[config.mk]
export PLATFORM = sky130hd
export DESIGN_NAME = aes_round_ctrl
export DESIGN_NICKNAME = d
export VERILOG_FILES = /design/src/rtl/aes_round_ctrl.sv
export SDC_FILE = /design/constraint.sdc
export NUM_CORES = 1
export LEC_CHECK = 0
export BUFFER_PORTS_ARGS = -buffer_cell sky130_fd_sc_hd__buf_4
export CAP_MARGIN = 0
export CORE_AREA = 2 2 253 255
export DETAILED_ROUTE_END_ITERATION = 10
export DIE_AREA = 0 0 255 257
export HOLD_SLACK_MARGIN = 0.02
export PLACE_DENSITY = 0.31
export SKIP_CTS_REPAIR_TIMING = 1
export SYNTH_ARGS = -nofsm -noshare
export SYNTH_HDL_FRONTEND = slang
export SYNTH_SLANG_ARGS = --single-unit
[constraint.sdc]
create_clock -name clk -period 2.7 [get_ports clk]
set_clock_uncertainty 0.05 [all_clocks]
set_input_delay 0.27 -clock clk [delete_from_list [all_inputs] [get_ports clk]]
set_output_delay 0.27 -clock clk [all_outputs]
set_load 0.02 [all_outputs]
[src/rtl/aes_round_ctrl.sv]
// Iterative AES round sequencer: one block in flight, drives an external round datapath and key store.
// Build macro AES_ROUND_CTRL_PERF_EN adds the blk_count completed-block counter output.
module aes_round_ctrl #(
  parameter int NR = 10
) (
  input  logic         clk,
  input  logic         rst_n,
  input  logic         in_valid,
  output logic         in_ready,
  input  logic [127:0] in_block,
  output logic [3:0]   rk_idx,
  input  logic [127:0] rk,
  output logic [127:0] rnd_state,
  output logic         rnd_final,
  input  logic [127:0] rnd_result,
  output logic         out_valid,
  input  logic         out_ready,
  output logic [127:0] out_block,
`ifdef AES_ROUND_CTRL_PERF_EN
  output logic [15:0]  blk_count,
`endif
  output logic         busy
);

  localparam logic [3:0] NR_L = 4'(NR);

  typedef enum logic [1:0] {IDLE, ROUND, DONE} fsm_t;

  fsm_t         fsm;
  logic [127:0] state;
  logic [3:0]   r;

  // r is parked at 0 outside ROUND, so the key index can follow it directly.
  assign rk_idx    = r;
  assign rnd_state = state;
  assign out_block = state;

  always_ff @(posedge clk) begin
    if (!rst_n) begin
      fsm       <= IDLE;
      state     <= '0;
      r         <= '0;
      in_ready  <= 1'b1;
      out_valid <= 1'b0;
      busy      <= 1'b0;
      rnd_final <= 1'b0;
    end else begin
      case (fsm)
        IDLE: begin
          if (in_valid) begin
            state     <= in_block ^ rk;
            r         <= 4'd1;
            rnd_final <= (NR_L == 4'd1);
            in_ready  <= 1'b0;
            busy      <= 1'b1;
            fsm       <= ROUND;
          end
        end
        ROUND: begin
          state <= rnd_result;
          if (r == NR_L) begin
            r         <= '0;
            rnd_final <= 1'b0;
            out_valid <= 1'b1;
            fsm       <= DONE;
          end else begin
            r         <= r + 4'd1;
            rnd_final <= ((r + 4'd1) == NR_L);
          end
        end
        DONE: begin
          if (out_ready) begin
            out_valid <= 1'b0;
            in_ready  <= 1'b1;
            busy      <= 1'b0;
            fsm       <= IDLE;
          end
        end
        default: begin
          fsm       <= IDLE;
          r         <= '0;
          in_ready  <= 1'b1;
          out_valid <= 1'b0;
          busy      <= 1'b0;
          rnd_final <= 1'b0;
        end
      endcase
    end
  end

`ifdef AES_ROUND_CTRL_PERF_EN
  // Holds its value between handshakes; wraps naturally at 16 bits.
  always_ff @(posedge clk) begin
    if (!rst_n) begin
      blk_count <= '0;
    end else if (out_valid && out_ready) begin
      blk_count <= blk_count + 16'd1;
    end
  end
`endif

endmodule

==> results of run 1 <==
per-layer routing:
metal  GRT usage (%)  share of wire (%)  wire length [um]  vias up
met3            3.15                7.0              2610       20
met4            3.77                1.5               573        0
li1                -                  -                 -     3965
met2            20.4                 55             20300      347
met5               0                  0                 0        -
met1            11.2                 37             13600     3715
kinds of logic (layout without fill, tap and decap cells):
family	after synthesis	after routing	share of synthesized area (%)
XOR/XNOR	128	128	14.8
AND/OR/NAND/NOR	154	154	8.20
adder cells (fa/ha/maj)	3	3	0.496
AO/OA/AOI/OAI	276	276	22.7
flip-flops	138	138	36.5
buffers and inverters	192	721	17.2
final timing paths:
kind	startpoint	to	slack (ns)	cells past startpoint
max	fsm[0]$_SDFFE_PN0P_	in_ready$_SDFFE_PN1P_	0.98	5
min	rnd_result[16]	out_block[16]$_SDFFE_PN0P_	0.03	3
max reg2reg	fsm[0]$_SDFFE_PN0P_	in_ready$_SDFFE_PN1P_	0.98	5
min reg2reg	out_block[63]$_SDFFE_PN0P_	out_block[63]$_SDFFE_PN0P_	0.42	2
registers in the layout, summed over array words and instances (netlist names):
| register | count |
|---|---|
| fsm | 2 |
| busy | 1 |
| in_ready | 1 |
| rnd_final | 1 |
| out_block | 128 |
| out_valid | 1 |
| rk_idx | 4 |
synthesized netlist by cell type:
library cell  count
o21a_1            1
and3b_1           1
o32ai_1           1
o21ai_0          44
xor2_1          128
a211oi_2          1
a211oi_1          1
inv_1             4
nor2_1            6
dfxtp_1         138
a21oi_1           8
or3_1             1
o21ai_1          90
nand2_1         133
inv_2             1
nand3b_1          1
a22oi_1         129
ha_1              3
a31oi_1           1
nor2_4            1
nand2b_1          1
nand2_2           1
nor3_1            2
clkbuf_1         12
nand3_1           3
nor3b_1           2
nor2b_1           2
buf_2            29
buf_4           146
power groups by stage:
stage / logic [mW] / registers [mW] / clock network (mW)
4_1_cts: 2.06 / 2.42 / 2.59
3_5_place_dp: 2.06 / 2.46 / 0
2_1_floorplan: 0.927 / 2.59 / 0
3_3_place_gp: 2.05 / 2.46 / 0
6_report: 2.06 / 2.41 / 2.45
5_1_grt: 2.21 / 2.44 / 2.65
final cells by class:
class / count / area share [%]
timing repair buffer: 684 / 39.8
multi-input combinational: 561 / 26.6
sequential: 138 / 20.9
tap: 846 / 8.01
clock buffer: 20 / 3.45
clock inverter: 12 / 1.06
inverter: 5 / 0.142
through the flow:
step / area, um2 / worst slack [ns] / total power [mW] / util [%] / hold WS [ns]
after CTS: 13000 / 1.02 / 7.06 / 20.7 / -0.0741
after global routing: 13200 / 0.880 / 7.29 / 21.1 / 0.0205
after floorplan: 7570 / 1.15 / 3.52 / - / 0.282
after detailed placement: 12400 / 1.05 / 4.52 / 19.7 / 0.412
final: 13200 / 0.982 / 6.91 / 21.1 / 0.0301
after global placement: 12400 / 1.07 / 4.51 / 19.7 / 0.411
worst register-to-register path, delay by kind of cell (launching register included):
kind / cells / cell delay [ns]
AOI/OAI and AO/OA: 1 / 0.13
and+or+nand+nor: 3 / 0.46
buffers and inverters: 1 / 0.55
DFF: 1 / 0.42
cells in the final DEF, fill, tap and decap left out, types with 2 or more instances in the layout:
cell type,synthesis,routed
buf_4,146,654
dfxtp_1,138,137
nand2_1,133,133
a22oi_1,129,129
xor2_1,128,128
o21ai_1,90,90
o21ai_0,44,44
dlygate4sd3_1,0,25
clkbuf_16,0,17
a21oi_1,8,8
nor2_1,6,6
buf_12,0,5
inv_1,4,4
clkinv_4,0,4
nand3_1,3,3
ha_1,3,3
clkinvlp_4,0,3
nor3_1,2,2
nor3b_1,2,2
clkbuf_8,0,2
bufinv_16,0,2
inv_6,0,2
==> results by group, run 1 <==
CTS
  – Clk sinks: 138
  – H-tree levels: 4
  – Maximum root-to-sink buffer count: 2
  – Worst-skew pair later-pin latency: 0.48 ns
  – CTS tree: done
  – Inserted Clock Buffers: 17
  – Clock-pin slew on the worst setup and hold paths: 0.06 ns
  – Clock Tree Root: clkbuf_16

Layout
  – Final nets: 1798
  – Layout Cells excl Fill: 2266
  – Ant diodes: 0
  – Fillers: 7028
  – Ratio of cells with drive above 1 in the final layout: 49.1%
  – Area growth, synth to finish: 74.7%
  – Reg area: 0.00277 mm2
  – Multi-input gate area: 0.00352 mm2

Worst setup path
  – Required time at the worst-slack endpoint: 3.01 ns
  – Slowest stage cell, crit path: dlygate4sd3_1
  – Max FO, Critical Path: 18
  – Worst setup SP type: register
  – Crit-path max cell delay: 0.55 ns
  – Crit-path leading delay family: buffers and inverters
  – Worst path bufs/invs: 1
  – Critical-path cell list: nor2b_4 -> nor2b_1 -> o32ai_1 -> nand2_1 -> dlygate4sd3_1
  – Crit. End Element: register
  – CP Class: reg -> reg
  – Crit path DAT: 2.03 ns

Place
  – Final HPWL DP: 28900 um
  – Buffers on Ports: 651
  – Placed Instances: 2209
  – RePlAce Congestion: 0.718

Floorplanning
  – Starting Density: 12.1%
  – I/O pin total: 652
  – Rows: 92
  – Die ar.: 0.0655 mm2
  – Die Width: 255 um
  – CORE AREA: 0.0627 mm2
  – Die Height: 257 um

Synthesis
  – Synth Warn #: 0
  – Largest area contributor in the netlist: dfxtp_1
  – Netlist Area Pre-Place: 0.00757 mm2
  – Yosys top cell area share: 36.5%
  – Sequential element share of the synthesized area: 36.5%
  – Count of cell types in the netlist: 29
  – Avg Cell Area, Syn: 8.49 um2
  – Flop and latch count out of synthesis: 138
  – Gate Count Post-Synth: 891
  – Mapped Nets: 1282
  – Synth area leaders: dfxtp_1 37%, xor2_1 15%, buf_4 14%, a22oi_1 13%, nand2_1 6.6%

Timing
  – RSZ-0062 raised after global routing: false
  – Setup Viol. Count Final: 0
  – Max-slew violations: 0
  – Slew headroom: 52.0%
  – Final setup TNS: 0 ns
  – Final min period: 1.72 ns
  – Max Fclk: 582 MHz
  – Worst-Margin Slew: 0.721 ns
  – Final Hold Vio Count: 0
  – Final Cycle Share: 63.6%

Route
  – DRT iter0 DRCs: 260
  – Routed wire per std cell: 16.4 um
  – Post-route DRC: 0
  – Via count: 8047
  – Drt first pass iters: 4
  – Vias/cell: 3.55
  – Total Wirelength: 37100 um
  – DRT antenna net count: 0

Power and ir drop
  – Clk pwr share: 35.4%
  – Sw Pwr: 2.27 mW
  – Comb power frac: 29.8%
  – Static Leak: 6.02 nW
  – Internal: 4.65 mW
  – Net Sw Frac: 32.8%
  – Reg power frac: 34.8%
  – Worst vdd ir: 0.414 mV
  – Pwr Density: 523 mW/mm2

Flow run
  – Total of max-cap violations: 0

GRT
  – Vias in the first global route: 8047
  – Gr ovfl total: 0
  – GRT Util Overall: 10.8%
  – First-pass GRT wire length: 52000 um
  – Initial antenna violation count: 0
  – Largest net degree at the start of global routing: 129

Status
  – Status: complete, no violations

Min path
  – Worst hold path class: in -> reg
Note: power is estimated with default switching activity, not from simulation.
==> run 2, diff against run 1 <==
Settings changed: CORE_AREA 2 2 253 255 to 2 2 255 257, DIE_AREA 0 0 255 257 to 0 0 257 259.
Clock period 2.7 ns to 1.68 ns, I/O delays scaled along.
==> run 2 against run 1 <==
  * The run now ends with hold timing left
  * Non-clock buffer count increased by 121
  * Clock power increased by 51%
  * Final cell count increased by 5.7%
  * Die area increased by 1.6%
  * Sequential power increased by 61%
  * Design area increased by 9.1%
  * Critical path depth unchanged
  * Flip-flop and latch count unchanged
  * Combinational power increased by 74%
  * Sequential share of layout area decreased by 1.7 points
  * Via count increased by 5.4%
  * Critical path type unchanged
  * Largest cell class unchanged
==> results by group, run 2 (synthesis gave the netlist of run 1 again) <==
CTS
  – Clock Tree Root: clkbuf_16
  – Inserted Clock Buffers: 17
  – Maximum root-to-sink buffer count: 2
  – CTS tree: done
  – Clock-pin slew on the worst setup and hold paths: 0.06 ns
  – Clk sinks: 138
  – H-tree levels: 4
  – Worst-skew pair later-pin latency: 0.46 ns

Timing
  – Final Cycle Share: 87.7%
  – Setup Viol. Count Final: 0
  – Max Fclk: 679 MHz
  – Max-slew violations: 0
  – Hold_ws: -0.00770 ns
  – Final min period: 1.47 ns
  – Worst-Margin Slew: 0.401 ns
  – Final setup TNS: 0 ns
  – Final Hold Vio Count: 2
  – RSZ-0062 raised after global routing: false
  – Slew headroom: 73.2%

GRT
  – GRT Util Overall: 10.7%
  – Initial antenna violation count: 0
  – Largest net degree at the start of global routing: 72
  – Vias in the first global route: 8121
  – Gr ovfl total: 0
  – First-pass GRT wire length: 52400 um

Layout
  – Final nets: 1919
  – Fillers: 7118
  – Max FFs per register: 128
  – Commonest non-fill, non-tap cells in the layout: 668 x buf_4, 137 x dfxtp_1, 133 x nand2_1, 129 x a22oi_1, 128 x xor2_1
  – Ant diodes: 0
  – Final Instance Area: 0.0144 mm2
  – Area growth, synth to finish: 90.6%
  – Ratio of cells with drive above 1 in the final layout: 46.2%
  – Commonest non-fill, non-tap cell in the layout: buf_4

Status
  – Failing checks: hold timing
  – Status: finished with violations

Place
  – Buffers on Ports: 651
  – RePlAce Congestion: 0.826
  – DP Area: 0.0125 mm2
  – Final HPWL DP: 30100 um

Floorplanning
  – I/O pin total: 652
  – Die ar.: 0.0666 mm2
  – CORE AREA: 0.0639 mm2
  – Starting Density: 11.8%
  – Rows: 93
  – Die Width: 257 um
  – Die Height: 259 um

Worst setup path
  – Crit-path leading delay family: buffers and inverters
  – Worst path bufs/invs: 2
  – Slowest stage cell, crit path: dfxtp_4
  – Critical-path cell list: nor2b_4 -> buf_12 -> buf_4 -> a22oi_1 -> o21ai_0
  – Crit. End Element: register
  – Crit path DAT: 1.80 ns
  – Worst setup SP type: register
  – Required time at the worst-slack endpoint: 2.01 ns
  – Max FO, Critical Path: 43
  – CP Class: reg -> reg
  – Crit-path max cell delay: 0.39 ns

Route
  – Post-route DRC: 0
  – Drt first pass iters: 4
  – Total Wirelength: 37300 um
  – Vias/cell: 3.54
  – Routed wire per std cell: 15.6 um
  – DRT iter0 DRCs: 317
  – DRT antenna net count: 0
  – Via count: 8482

Power and ir drop
  – Worst vdd ir: 0.571 mV
  – Static Leak: 6.55 nW
  – Pwr Density: 773 mW/mm2

Flow run
  – Total of max-cap violations: 0

Min path
  – Worst hold path class: in -> reg
-- run 2: cell count changes in the layout (fill, tap and decap cells not counted), moves of 4 or more --
cell           change
buf_12             +5
clkinv_4           -4
clkbuf_1           +4
buf_4             +14
dlygate4sd3_1    +102
-- run 2: worst register-to-register path, cell delays in order, from the launching register on --
cell     delay [ns]
dfxtp_4        0.39
nor2b_4        0.22
buf_12         0.25
buf_4          0.21
a22oi_1        0.08
o21ai_0        0.19
-- run 2: layout make-up --
cell class	count	area, um2	share of cell area (%)
clock buffer	26	499	3.46
clock inverter	6	62.6	0.434
inverter	5	18.8	0.130
multi-input combinational	561	3520	24.4
sequential	138	2770	19.2
tap	855	1070	7.42
timing repair buffer	805	6490	45.0
-- run 2: metrics by stage --
step	hold slack, ns	worst slack, ns	std cells	util (%)	power [mW]
after floorplan	0.180	0.125	891	-	5.65
after global placement	0.356	0.165	2233	19.6	7.34
after detailed placement	0.357	0.149	2233	19.6	7.34
after CTS	-0.180	0.124	2265	20.5	11.2
after global routing	0.0229	0.0400	2396	22.6	11.8
final	-0.00770	0.206	2396	22.6	11.1
-- run 2: power breakdown --
group	internal [mW]	total, mW	switching [mW]	leakage, nW
combinational	1.85	3.58	1.73	5.14
clock	2.18	3.69	1.50	0.267
sequential	3.56	3.88	0.318	1.14
total	7.59	11.1	3.55	6.55
-- run 2: layer usage --
metal / vias up / GRT usage [%] / wire length, um
met3: 33 / 3.84 / 2420
met4: 0 / 3.38 / 745
met1: 3886 / 11.2 / 14000
met2: 354 / 19.9 / 20200
li1: 4209 / - / -
met5: - / 0 / 0
-- run 2: worst paths after layout --
check                           cells past startpoint                       start                           to  slack (ns)
worst max-delay path                                5         fsm[0]$_SDFFE_PN0P_  out_block[107]$_SDFFE_PN0P_        0.21
worst min-delay path                                3              rnd_result[98]   out_block[98]$_SDFFE_PN0P_      -0.008
worst max register to register                      5         fsm[0]$_SDFFE_PN0P_  out_block[107]$_SDFFE_PN0P_        0.21
worst min register to register                      2  out_block[23]$_SDFFE_PN0P_   out_block[23]$_SDFFE_PN0P_        0.42
==> run 3, diff against run 2 <==
Settings changed: PLACE_DENSITY 0.31 to not set.
==> run 3 against run 2 <==
  * The run still ends with hold timing left
  * Register-to-register slack gained 0.07 ns
  * Non-clock buffer count shrank 11
  * Sequential share of layout area grew 0.097 points
  * Final cell count shrank 0.46%
  * Clock power grew 3%
  * Flip-flop and latch count is the same
  * Total power grew 1.1%
  * Largest cell class unchanged
==> results by group, run 3 (synthesis gave the netlist of run 1 again) <==
Route
  – Total Wirelength: 35800 um
  – Met2 Routed Length: 17900 um
  – DRT antenna net count: 0
  – Vias/cell: 3.55
  – WL met3: 2750 um
  – DRT iter0 DRCs: 378
  – Via count: 8478
  – Post-route DRC: 0
  – Drt first pass iters: 4
  – Metal-1 WL: 14000 um
  – Routed wire per std cell: 15.0 um
  – Top sig layer: met4

GRT
  – First-pass GRT wire length: 48200 um
  – Gr ovfl total: 0
  – Initial antenna violation count: 2
  – Largest net degree at the start of global routing: 66
  – GRT Util Overall: 9.87%
  – Vias in the first global route: 7707

Timing
  – RSZ-0062 raised after global routing: false
  – Max-slew violations: 0
  – Slew headroom: 68.4%
  – Setup Viol. Count Final: 0
  – Final Cycle Share: 85.2%
  – Hold_ws: -0.00181 ns
  – Worst-Margin Slew: 0.474 ns
  – Final Hold Vio Count: 1
  – Final setup TNS: 0 ns
  – Final WS setup: 0.248 ns
  – Final min period: 1.43 ns
  – Max Fclk: 698 MHz

Status
  – Status: finished with violations
  – Failing checks: hold timing

Flow run
  – Total of max-cap violations: 0

Worst setup path
  – CP Class: reg -> out
  – Crit path DAT: 1.21 ns
  – Crit. End Element: primary output
  – Max FO, Critical Path: 3
  – Worst setup SP type: register
  – Slowest stage cell, crit path: dfxtp_1
  – RR Startpoint: rk_idx[1]$_SDFFE_PN0P_
  – Crit-path leading delay family: flip-flops
  – Critical-path cell list: buf_4
  – Worst path bufs/invs: 1
  – CP startpoint: out_block[32]$_SDFFE_PN0P_
  – Required time at the worst-slack endpoint: 1.46 ns
  – Crit-path max cell delay: 0.52 ns

CTS
  – Worst-skew pair later-pin latency: 0.46 ns
  – Inserted Clock Buffers: 17
  – Maximum root-to-sink buffer count: 2
  – Clock Tree Root: clkbuf_16
  – Clk sinks: 138
  – Clock-pin slew on the worst setup and hold paths: 0.06 ns
  – H-tree levels: 4
  – CTS tree: done

Layout
  – Final nets: 1908
  – Max FFs per register: 128
  – Ratio of cells with drive above 1 in the final layout: 46.0%
  – Area growth, synth to finish: 89.6%
  – Commonest non-fill, non-tap cell in the layout: buf_4
  – Commonest non-fill, non-tap cells in the layout: 657 x buf_4, 137 x dfxtp_1, 133 x nand2_1, 129 x a22oi_1, 128 x xor2_1

Min path
  – Worst hold path class: in -> reg
  – Critical hold path startpoint: rnd_result[6]

Floorplanning
  – I/O pin total: 652
  – CORE AREA: 0.0639 mm2
  – Rows: 93
  – Die Width: 257 um
  – Starting Density: 11.8%
  – Die Height: 259 um
  – Die ar.: 0.0666 mm2

Power and ir drop
  – Pwr Density: 786 mW/mm2
  – Static Leak: 6.50 nW
  – Worst vdd ir: 0.662 mV

Place
  – Buffers on Ports: 651
  – Final HPWL DP: 27700 um
  – Pre-CTS WS: 0.291 ns
  – RePlAce Congestion: 0.837
run 3: routing by layer:
layer	track usage (%)	vias up
met5	0	-
met4	5.07	0
met3	3.51	35
met2	16.8	434
met1	10.8	3819
li1	-	4190
run 3: area by class of cell:
class / count / area, um2
fill: 6961 / 49500
tap: 855 / 1070
clock inverter: 12 / 126
inverter: 5 / 18.8
sequential: 138 / 2770
timing repair buffer: 794 / 6400
multi-input combinational: 561 / 3520
clock buffer: 19 / 443
antenna: 1 / 2.50
run 3: path summary, 6_finish.rpt:
path,endpoint,cells past startpoint,slack [ns]
min,out_block[6]$_SDFFE_PN0P_,3,-0.002
max reg2reg,rnd_final$_SDFFE_PN0P_,5,0.28
min reg2reg,out_block[12]$_SDFFE_PN0P_,2,0.42
max,out_block[32],1,0.25
run 3: report_power, final:
group	leakage (nW)	switching, mW	internal [mW]
clock network	0.278	1.61	2.20
logic	5.08	1.77	1.83
registers	1.14	0.298	3.56
total	6.50	3.68	7.59
run 3: metrics by stage:
step                instances  hold WS (ns)  utilization (%)  total power [mW]  cell area [um2]
global placement         2226         0.352             19.6              7.30            12500
CTS                      2257        -0.182             20.5              11.3            13100
detailed placement       2226         0.355             19.6              7.32            12500
global route             2385        0.0240             22.5              11.9            14400
floorplan                 891         0.180                -              5.65             7570
finish                   2385      -0.00181             22.5              11.3            14400
